File: src/rtl/dff_share_pkg.sv
// Shared types and default sizing for the DFF share arbiter slice.
package dff_share_pkg;

  typedef enum logic [1:0] {
    IDLE  = 2'd0,
    GRANT = 2'd1,
    HOLD  = 2'd2
  } state_e;

  localparam int DEF_NUM_REQ = 4;
  localparam int DEF_DATA_W  = 8;

endpackage

File: src/rtl/rr_pick.sv
// Combinational round-robin picker: first set request at or after ptr, wrapping to 0.
module rr_pick #(
  parameter  int NUM_REQ = 4,
  localparam int SRC_W   = $clog2(NUM_REQ)
) (
  input  logic [NUM_REQ-1:0] req,
  input  logic [SRC_W-1:0]   ptr,
  output logic               any,
  output logic [SRC_W-1:0]   winner
);

  // Two passes over absolute indices: [ptr, NUM_REQ) first, then the wrapped [0, ptr).
  always_comb begin
    any    = 1'b0;
    winner = '0;
    for (int unsigned j = 0; j < NUM_REQ; j++) begin
      if (!any && req[j] && (SRC_W'(j) >= ptr)) begin
        any    = 1'b1;
        winner = SRC_W'(j);
      end
    end
    for (int unsigned j = 0; j < NUM_REQ; j++) begin
      if (!any && req[j] && (SRC_W'(j) < ptr)) begin
        any    = 1'b1;
        winner = SRC_W'(j);
      end
    end
  end

endmodule

File: src/rtl/dff_share_arbiter.sv
// Round-robin arbiter that captures one requester's word into a shared register
// and holds it for downstream with a valid/ack handshake.
module dff_share_arbiter
  import dff_share_pkg::*;
#(
  parameter  int NUM_REQ = DEF_NUM_REQ,
  parameter  int DATA_W  = DEF_DATA_W,
  localparam int SRC_W   = $clog2(NUM_REQ)
) (
  input  logic                      clk,
  input  logic                      rst,
  input  logic [NUM_REQ-1:0]        req,
  input  logic [NUM_REQ*DATA_W-1:0] din,
  output logic [NUM_REQ-1:0]        gnt,
  output logic [DATA_W-1:0]         dout,
  output logic                      dout_valid,
  output logic [SRC_W-1:0]          dout_src,
  input  logic                      dout_ack,
  output logic                      busy
);

  localparam logic [NUM_REQ-1:0] GNT_ONE = NUM_REQ'(1);

  state_e              state_q;
  logic [NUM_REQ-1:0]  gnt_q;
  logic [SRC_W-1:0]    sel_q;
  logic [SRC_W-1:0]    ptr_q;
  logic [SRC_W-1:0]    ptr_d;
  logic [DATA_W-1:0]   dout_q;
  logic [DATA_W-1:0]   cap_d;
  logic [SRC_W-1:0]    src_q;
  logic                valid_q;
  logic                pick_any;
  logic [SRC_W-1:0]    pick_win;

  rr_pick #(
    .NUM_REQ (NUM_REQ)
  ) u_pick (
    .req    (req),
    .ptr    (ptr_q),
    .any    (pick_any),
    .winner (pick_win)
  );

  always_comb begin
    cap_d = '0;
    for (int unsigned i = 0; i < NUM_REQ; i++) begin
      if (sel_q == SRC_W'(i)) begin
        cap_d = din[i*DATA_W +: DATA_W];
      end
    end
  end

  assign ptr_d = (sel_q == SRC_W'(NUM_REQ - 1)) ? '0 : sel_q + 1'b1;

  always_ff @(posedge clk or negedge rst) begin
    if (!rst) begin
      state_q <= IDLE;
      gnt_q   <= '0;
      sel_q   <= '0;
      ptr_q   <= '0;
      dout_q  <= '0;
      src_q   <= '0;
      valid_q <= 1'b0;
    end else begin
      case (state_q)
        IDLE: begin
          if (pick_any) begin
            gnt_q   <= GNT_ONE << pick_win;
            sel_q   <= pick_win;
            state_q <= GRANT;
          end
        end
        GRANT: begin
          // Capture regardless of req[sel]; the requester keeps din stable while granted.
          dout_q  <= cap_d;
          src_q   <= sel_q;
          valid_q <= 1'b1;
          gnt_q   <= '0;
          ptr_q   <= ptr_d;
          state_q <= HOLD;
        end
        HOLD: begin
          if (dout_ack) begin
            valid_q <= 1'b0;
            state_q <= IDLE;
          end
        end
        default: begin
          gnt_q   <= '0;
          valid_q <= 1'b0;
          state_q <= IDLE;
        end
      endcase
    end
  end

  assign gnt        = gnt_q;
  assign dout       = dout_q;
  assign dout_valid = valid_q;
  assign dout_src   = src_q;
  assign busy       = (state_q != IDLE);

endmodule

File: config.mk
export PLATFORM = sky130hd
export DESIGN_NAME = dff_share_arbiter
export DESIGN_NICKNAME = d
export VERILOG_FILES = /design/src/rtl/dff_share_pkg.sv /design/src/rtl/rr_pick.sv /design/src/rtl/dff_share_arbiter.sv
export SDC_FILE = /design/constraint.sdc
export NUM_CORES = 1
export LEC_CHECK = 0
export CORE_AREA = 4 4 76 78
export DETAILED_ROUTE_END_ITERATION = 6
export DIE_AREA = 0 0 80 82
export GPL_TIMING_DRIVEN = 0
export HOLD_SLACK_MARGIN = 0.02
export PLACE_DENSITY = 0.49
export SYNTH_ARGS = -nofsm -noshare
export SYNTH_HDL_FRONTEND = slang
export SYNTH_HIERARCHICAL = 1
export SYNTH_SLANG_ARGS = --single-unit
File: constraint.sdc
create_clock -name clk -period 3.65 [get_ports clk]
set_input_delay 0.365 -clock clk [delete_from_list [all_inputs] [get_ports clk]]
set_output_delay 0.365 -clock clk [all_outputs]
set_load 0.05 [all_outputs]
; After elaboration in Yosys (flattened, before gate mapping)
; Index checks and enable logic that the tools add are counted.
[word_totals]
register_bits = 21
out_inout_bits = 16
wordCells = 82
[op_classes]
addsub = 1
n_lt_le_gt_ge = 8
eq_ne = 7
n_shift = 1
mux = 27
bitwise = 2
n_reduce_logical = 29
[op_table]
columns = op, count
row1 = 8-bit two-way mux, 4
row2 = 2-bit two-way mux, 9
row3 = 1-bit logical AND, 15
row4 = 1-bit two-way mux, 10
row5 = 4-bit one-hot mux with 2 select lines, 1
row6 = 2-bit AND reduction, 4
row7 = 1-bit logical NOT, 7
row8 = 2-bit == test (second input constant), 3
row9 = 2-bit one-hot mux with 3 select lines, 1
row10 = 2-bit by 1-bit == test with 1-bit output (second input constant), 2
row11 = 1-bit by 2-bit greater-or-equal comparator with 1-bit output (first input constant), 2
row12 = 2-bit greater-or-equal comparator (first input constant), 2
row13 = 2-bit logical NOT, 2
row14 = 1-bit by 2-bit < comparator with 1-bit output (first input constant), 2
row15 = 2-bit < comparator (first input constant), 2
row16 = 4-bit two-way mux, 1
row17 = 2-bit != test (second input constant), 2
row18 = 1-bit by 2-bit left shift with 4-bit output (first input constant), 1
row19 = 1-bit one-hot mux with 3 select lines, 1
row20 = 2-bit by 1-bit adder with 2-bit output (second input constant), 1
row21 = 1-bit NOT, 2
row22 = 2-bit nonzero test, 1

; Logic depth before layout (Yosys ltp)
; Gate-level depths: netlist (run 1).
[logic_depth]
depth_word = 34
ltp_mapped = 6

; Modules after synthesis
; The synthesis (run 1) kept the hierarchy.
[modules_own_cells]
columns = mod, n_inst, cells_per_inst, area_per_inst_um2, seq_area_each_um2
row1 = dff_share_arbiter, 1, 113, 1114.8, 525.5
row2 = rr_pick, 1, 12, 80.1, 0.0

; Least setup slack after synthesis (run 1)
; Ideal clock, no wire load.
[synth_path]
kind = reg2reg
startpoint = reg sel_q[0]
endpoint = reg dout_q[7] (netlist: dout[7])
setup_time_ns = 0.130
t_arrival_ns = 1.393
t_required_ns = 3.520
path_slack_ns = 2.127
path_stages_with_launch = 6
n_path_buf = 1
synth_period_minus_slack_ns = 1.523
path_cell_list = dfrtp_1 -> ha_1 -> or3b_1 -> buf_6 -> a21oi_1 -> a221oi_2
[synth_between]
elab_chain_cells = 5
word_cells_on_any_way = 8
cone_classes = eq/ne: 3 / mux: 4 / reduce/logical: 1
[synth_lines]
columns = element, line
row1 = start: declaration, dff_share_arbiter.sv:26  ; logic [SRC_W-1:0] sel_q;
row2 = start signal: assignment, dff_share_arbiter.sv:70  ; sel_q <= pick_win;
row3 = 2-bit logical NOT, dff_share_arbiter.sv:48  ; if (sel_q == SRC_W'(i)) begin
row4 = 8-bit two-way mux (3 in series), dff_share_arbiter.sv:48
row5 = 8-bit two-way mux (*), dff_share_arbiter.sv:48
row6 = end signal: assignment, dff_share_arbiter.sv:76  ; dout_q <= cap_d;
row7 = end: declaration, dff_share_arbiter.sv:29  ; logic [DATA_W-1:0] dout_q;
; Every way passes the cells marked *; elsewhere a longest branch is shown, timed or not.
; A chain may end at the register's enable or synchronous reset.

; Worst setup path in the final report (run 1)
[layout_path]
startpoint = reg state_q[0]
endpoint = out busy
[layout_between]
elab_chain_cells = 1
[layout_lines]
columns = element, line
row1 = start: declaration, dff_share_arbiter.sv:24  ; state_e state_q;
row2 = start signal: assignment, dff_share_arbiter.sv:58  ; state_q <= IDLE;
row3 = start signal: assignment, dff_share_arbiter.sv:71  ; state_q <= GRANT;
row4 = start signal: assignment, dff_share_arbiter.sv:81  ; state_q <= HOLD;
row5 = 2-bit nonzero test, dff_share_arbiter.sv:102  ; assign busy = (state_q != IDLE);
row6 = end: declaration, dff_share_arbiter.sv:19  ; output logic busy
; No other way between the ends.

==> results.md, run 1 <==
- Final hold violation count: 0
- Worst Setup End Kind: primary output
- Post-synthesis share of cell area spent on and, or, nand and nor gates: 0.206
- Mapped Area: 0.00119 mm^2
- Final min period: 2190 ps
- Vias post-DR: 1139
- Count of antenna diodes in the layout: 0
- Placed Cells: 249
- Post-detailed-routing wire length: 3.58 mm
- Result of the run: complete, no violations
- Total power divided by cell area: 883 mW/mm^2
- Pin count of the biggest net entering global routing: 22
- Vias in the first global route: 1243
- Via-to-Cell Ratio: 4.50
- Mux share of post-synthesis cell area: 0.0356
- Horiz. Die Dim: 80 um
- Post-Synthesis Cells: 125
- Clock sink count: 21
- CP startpoint kind: flop
- Initial DRC count: 37
- CTS buffer count: 3
- Fraction of the mapped netlist area in adder cells: 0.0419
- Mean cell area of the mapped netlist: 9.56 um^2
- Final slew viol count: 0
- Classification of the worst setup path: reg2out
- Post-Route Setup TNS: 0 ps
- Slack of the critical path: 1460 ps
- Share of post-route cells with drive strength above 1: 0.0929
- Reg-to-reg slack, setup: 1840 ps
- Cts hold-fix bufs: 0
- Unrepaired setup endpoints after global routing: no
- Top post-synthesis cells by area: sky130_fd_sc_hd__dfrtp_1 (44%), sky130_fd_sc_hd__a21oi_1 (5.4%), sky130_fd_sc_hd__nor2b_1 (5.2%)
- Iteration count of the initial detailed-routing pass: 4
- Slew at the pin with the worst max-slew slack: 991 ps
- Skew final: 6.07 ps
- Timing-limited maximum frequency: 0.457 GHz
- Library cell used as clock root buffer: sky130_fd_sc_hd__clkbuf_8
- Worst supply voltage drop on vdd: 329 uV
- Xor/xnor share of the synthesized area: 0
- Die outline height: 82 um
- Number of flip-flops and latches in the synthesized netlist: 21
- Standard-cell row count: 26
- Core Footprint: 0.00507 mm^2
- Static leakage: 0.761 nW
- Insertion delay of the later-clocked pin in the worst-skew pair: 260 ps
- Part of the Yosys area used for sequential elements: 0.440
- Count of nets left with antenna violations after detail routing: 0
- Warnings, synthesis: 6
- Clock transition at path regs: 80 ps
- Post-layout instance count excluding filler cells: 253
- Arrival time of the worst setup path: 1830 ps
- Maxcap violations: 0
- Synth area leader: sky130_fd_sc_hd__dfrtp_1
- Nets in the synthesized netlist: 168
- Global-route usage over all layers: 0.112
- Residual DRC: 0
- Final setup violating endpoints: 0
- Worst-path maximum fanout: 10
- Global-route wire length before repair: 5.69 mm
- HPWL reported at the end of detailed placement: 2.74 mm
- Most frequent cells in the layout: sky130_fd_sc_hd__clkdlybuf4s50_1 (54), sky130_fd_sc_hd__dfrtp_1 (21), sky130_fd_sc_hd__nand2_1 (15)
- Post-cts gate resize count: 0
- Critical Path RT: 3280 ps
- Initial antenna violation count: 0
- Worst relative slew slack: 0.337
- Post-layout instance area: 0.00187 mm^2
- Gr ovfl total: 0
- Port-buffer cells: 54
- Die outline area: 0.00656 mm^2
- Number of nets in the layout: 227
- Top Ports: 55
- Setup Buffers After CTS: 0
- RD Place Congestion: 0.749
- Power, Total: 1.65 mW
- Most common cell after layout, fill and taps aside: sky130_fd_sc_hd__clkdlybuf4s50_1
- Cell area after placement: 0.00182 mm^2
- Placement-stage worst setup slack: 1670 ps
- Final routed wire length divided by cell count: 14.1 um
- TritonCTS clock tree: built
- Cell variety after synth: 27
- Hold crit path type: reg2reg
- Combinational family with the most area after synthesis: compound AO/OA/AOI/OAI gates
- Final period util: 0.600
- Initial Utilization: 0.235
- Area growth from synthesis to layout: 56.3%
- Worst-case clock buffer depth: 2
- Top cell type's share of synthesized area: 0.440
- H-Tree Depth: 1
- Share of the synthesized area in compound gates (AO/OA/AOI/OAI): 0.224
[flip-flops by register name, summed over array words and instances (netlist names)]
signal / flops
ptr_q: 2
sel_q: 2
dout: 8
state_q: 2
dout_valid: 1
gnt: 4
dout_src: 2
[through the flow]
step	hold slack (ps)	util
4_1_cts	494	0.368
3_3_place_gp	471	0.359
3_5_place_dp	475	0.359
2_1_floorplan	69.4	-
5_1_grt	540	0.368
6_report	486	0.368
[cells by family (layout without fill, tap and decap cells)]
| logic type | count (synthesis) | in the layout |
|---|---|---|
| buffers and inverters | 11 | 69 |
| adder cells (fa/ha/maj) | 4 | 4 |
| multiplexers | 4 | 4 |
| AO/OA/AOI/OAI | 38 | 38 |
| AND/OR/NAND/NOR | 47 | 47 |
| flip-flops | 21 | 21 |
[final timing paths]
| check | depth (start not counted) | start | to |
|---|---|---|---|
| hold / removal | 1 | dout_valid | dout_valid |
| min in group asynchronous | 1 | rst | gnt[3] |
| setup / recovery | 3 | state_q[0] | busy |
| setup reg to reg | 6 | sel_q[0] | dout[1] |
| max in group asynchronous | 1 | rst | dout[1] |
| hold reg to reg | 1 | dout_valid | dout_valid |
[synthesized netlist by cell type]
| master | number |
|---|---|
| sky130_fd_sc_hd__nor3b_4 | 1 |
| sky130_fd_sc_hd__mux2i_1 | 2 |
| sky130_fd_sc_hd__buf_2 | 5 |
| sky130_fd_sc_hd__a221oi_2 | 2 |
| sky130_fd_sc_hd__buf_6 | 2 |
| sky130_fd_sc_hd__and3_1 | 1 |
| sky130_fd_sc_hd__a221o_1 | 1 |
| sky130_fd_sc_hd__nor2_1 | 11 |
| sky130_fd_sc_hd__o31ai_1 | 1 |
| sky130_fd_sc_hd__a22oi_1 | 7 |
| sky130_fd_sc_hd__mux2_2 | 2 |
| sky130_fd_sc_hd__dfrtp_1 | 21 |
| sky130_fd_sc_hd__a21oi_2 | 1 |
| sky130_fd_sc_hd__o21a_1 | 1 |
| sky130_fd_sc_hd__nand3b_1 | 3 |
| sky130_fd_sc_hd__a221oi_1 | 7 |
| sky130_fd_sc_hd__or2_2 | 1 |
| sky130_fd_sc_hd__inv_1 | 4 |
| sky130_fd_sc_hd__nor2b_1 | 10 |
| sky130_fd_sc_hd__or3_1 | 1 |
| sky130_fd_sc_hd__nand3_1 | 1 |
| sky130_fd_sc_hd__nand2b_1 | 2 |
| sky130_fd_sc_hd__a21oi_1 | 13 |
| sky130_fd_sc_hd__nand2_1 | 15 |
| sky130_fd_sc_hd__ha_1 | 4 |
| sky130_fd_sc_hd__or3b_1 | 1 |
| sky130_fd_sc_hd__o21ai_0 | 5 |
[critical path: stages, from the launching register on]
cell                              delay [ps]
sky130_fd_sc_hd__dfrtp_1                 380
sky130_fd_sc_hd__buf_2                   180
sky130_fd_sc_hd__or2_2                   300
sky130_fd_sc_hd__clkdlybuf4s50_1         700
[area by class of cell]
| cell class | count | area (um^2) |
|---|---|---|
| Buffer | 7 | 47.5 |
| Clock buffer | 4 | 45.0 |
| Fill cell | 524 | 3210 |
| Inverter | 4 | 15.0 |
| Multi-Input combinational cell | 93 | 607 |
| Sequential cell | 21 | 526 |
| Tap cell | 70 | 87.6 |
| Timing Repair Buffer | 54 | 541 |
[metal layers]
metal | vias up | GRT usage | share of wire | wire length [um]
met5 | - | 0 | 0 | 0
met4 | 0 | 0.0321 | 0.011 | 38
met3 | 5 | 0.0384 | 0.098 | 349
met2 | 46 | 0.195 | 0.46 | 1650
met1 | 525 | 0.129 | 0.43 | 1540
li1 | 563 | - | - | -
[report_power, final]
part | switching [mW] | internal, mW
registers | 0.0824 | 0.345
logic | 0.644 | 0.422
clock network | 0.0787 | 0.0779
total | 0.805 | 0.845
(Power assumes the default switching activity.)
==> inputs of run 2 (changes only) <==
- PLACE_DENSITY: 0.49 -> 0.51
- clock period: 3.65 -> 2 ns (I/O delays scaled with it)
==> run 2 against run 1 <==
Critical path depth grew 3. Die area is the same. Count of clock-buffer cells in the layout shrank 1. Sequential share of layout area is the same. Non-clock buffer count is the same. Largest power group unchanged. Highest routed layer unchanged.
==> results.md, run 2 (synthesis results as in run 1) <==
- Result of the run: complete, no violations
- Skew final: 4.11 ps
- Arrival time of the worst setup path: 1950 ps
- RD Place Congestion: 0.686
- Maxcap violations: 0
- Setup Buffers After CTS: 0
- Global-route wire length before repair: 5.62 mm
- TritonCTS clock tree: built
- Most frequent cells in the layout: sky130_fd_sc_hd__clkdlybuf4s50_1 (53), sky130_fd_sc_hd__dfrtp_1 (21), sky130_fd_sc_hd__nand2_1 (15)
- Reg-to-reg slack, setup: 210 ps
- Post-detailed-routing wire length: 3.56 mm
- Worst relative slew slack: 0.361
- Clock transition at path regs: 80 ps
- Number of cell instances on the worst register-to-register path: 6
- Initial Utilization: 0.235
- Residual DRC: 0
- Final period util: 0.897
- Horiz. Die Dim: 80 um
- Area growth from synthesis to layout: 56.3%
- Post-layout instance area: 0.00187 mm^2
- Final setup violating endpoints: 0
- Total power divided by cell area: 1610 mW/mm^2
- Pin count of the biggest net entering global routing: 22
- Most common cell after layout, fill and taps aside: sky130_fd_sc_hd__clkdlybuf4s50_1
- Post-Route Setup TNS: 0 ps
- Met2 global-route usage: 0.185
- Delay of the slowest critical-path stage: 420 ps
- Core Footprint: 0.00507 mm^2
- Worst supply voltage drop on vdd: 743 uV
- Timing-limited maximum frequency: 0.557 GHz
- Power, Total: 3.01 mW
- Insertion delay of the later-clocked pin in the worst-skew pair: 260 ps
- Cells along the critical path: inv_1, ha_1, buf_6, nor3b_4, a21oi_1, a221oi_1
- Gr ovfl total: 0
- Top Ports: 55
- Library cell used as clock root buffer: sky130_fd_sc_hd__clkbuf_8
- Initial antenna violation count: 0
- Clock sink count: 21
- Crit-path slowest cell: sky130_fd_sc_hd__dfrtp_1
- Final min period: 1790 ps
- CP startpoint kind: flop
- Multi-input gate area in the final layout: 607 um^2
- Vias in the first global route: 1170
- Count of antenna diodes in the layout: 0
- Share of post-route cells with drive strength above 1: 0.0984
- H-Tree Depth: 1
- R2R Path End: dout[4]
- Standard-cell row count: 26
- Die outline height: 82 um
- Worst hold slack: 467 ps
- Final routed wire length divided by cell count: 14.1 um
- Unrepaired setup endpoints after global routing: no
- Met3 Resource Use GR: 0.0395
- Via-to-Cell Ratio: 4.54
- Number of nets in the layout: 227
- Register cell area after layout: 526 um^2
- Static leakage: 0.764 nW
- Initial DRC count: 29
- Cell area after placement: 0.00182 mm^2
- Busiest layer in global routing: met2
- Die outline area: 0.00656 mm^2
- Classification of the worst setup path: reg2reg
- Fill cell count: 521
- Reg-to-reg startpoint: sel_q[0]
- Port-buffer cells: 54
- Worst-path maximum fanout: 10
- Slew at the pin with the worst max-slew slack: 955 ps
- Vias post-DR: 1149
- Worst Setup End Kind: flop
- Post-cts gate resize count: 1
- Critical Path RT: 2160 ps
- Hold crit path type: in2async
- Final slew viol count: 0
- Worst-case clock buffer depth: 2
- Post-layout instance count excluding filler cells: 253
- Met1 Resource Use GR: 0.135
- Iteration count of the initial detailed-routing pass: 4
- CTS buffer count: 3
- Cts hold-fix bufs: 0
- Final hold violation count: 0
- Placed Cells: 249
- Number of flip-flops in the largest register: 8
- HPWL reported at the end of detailed placement: 2.67 mm
- Global-route usage over all layers: 0.110
- Count of nets left with antenna violations after detail routing: 0
-- run 2: cell type report --
type | instances | area share
sequential | 21 | 0.281
multi-input combinational | 93 | 0.325
tap | 70 | 0.0469
inverter | 4 | 0.00804
clock inverter | 1 | 0.00268
timing repair buffer | 54 | 0.289
buffer | 7 | 0.0255
clock buffer | 3 | 0.0221
-- run 2: power by group --
part / switching, mW / total (mW) / internal (mW)
registers: 0.150 / 0.779 / 0.629
clock network: 0.140 / 0.279 / 0.139
logic: 1.19 / 1.95 / 0.763
total: 1.48 / 3.01 / 1.53
-- run 2: per-stage QoR --
stage,utilization,worst slack (ps)
after floorplan,-,477
after global placement,0.359,204
after detailed placement,0.359,156
after CTS,0.368,141
after global routing,0.368,22.2
final,0.368,206
-- run 2: worst max path at each step --
stage | startpoint | endpoint | slack [ps] | cells past startpoint
floorplan | sel_q[0] | dout[7] | 480 | 5
global placement | req[3] | gnt[3] | 200 | 6
detailed placement | sel_q[0] | dout[4] | 160 | 6
CTS | sel_q[0] | dout[4] | 140 | 6
global route | sel_q[0] | dout[4] | 20 | 6
finish | sel_q[0] | dout[4] | 210 | 6
-- run 2: worst max-delay path, delay by kind of cell (launching register included) --
family                     cells  cell delay, ps
DFF                            1             420
adders and majority gates      1             230
buffers and inverters          2             260
and+or+nand+nor                1             340
AOI/OAI and AO/OA              2             430
-- run 2: layer usage --
metal,share of wire,up-vias
met2,0.47,49
met4,0.0087,0
met3,0.096,4
met5,0,-
li1,-,561
met1,0.43,535
==> inputs of run 3 (changes only) <==
- SLEW_MARGIN: default -> 15
==> results of run 3 <==
Final layout, timing and power as in run 2 (identical DEF).
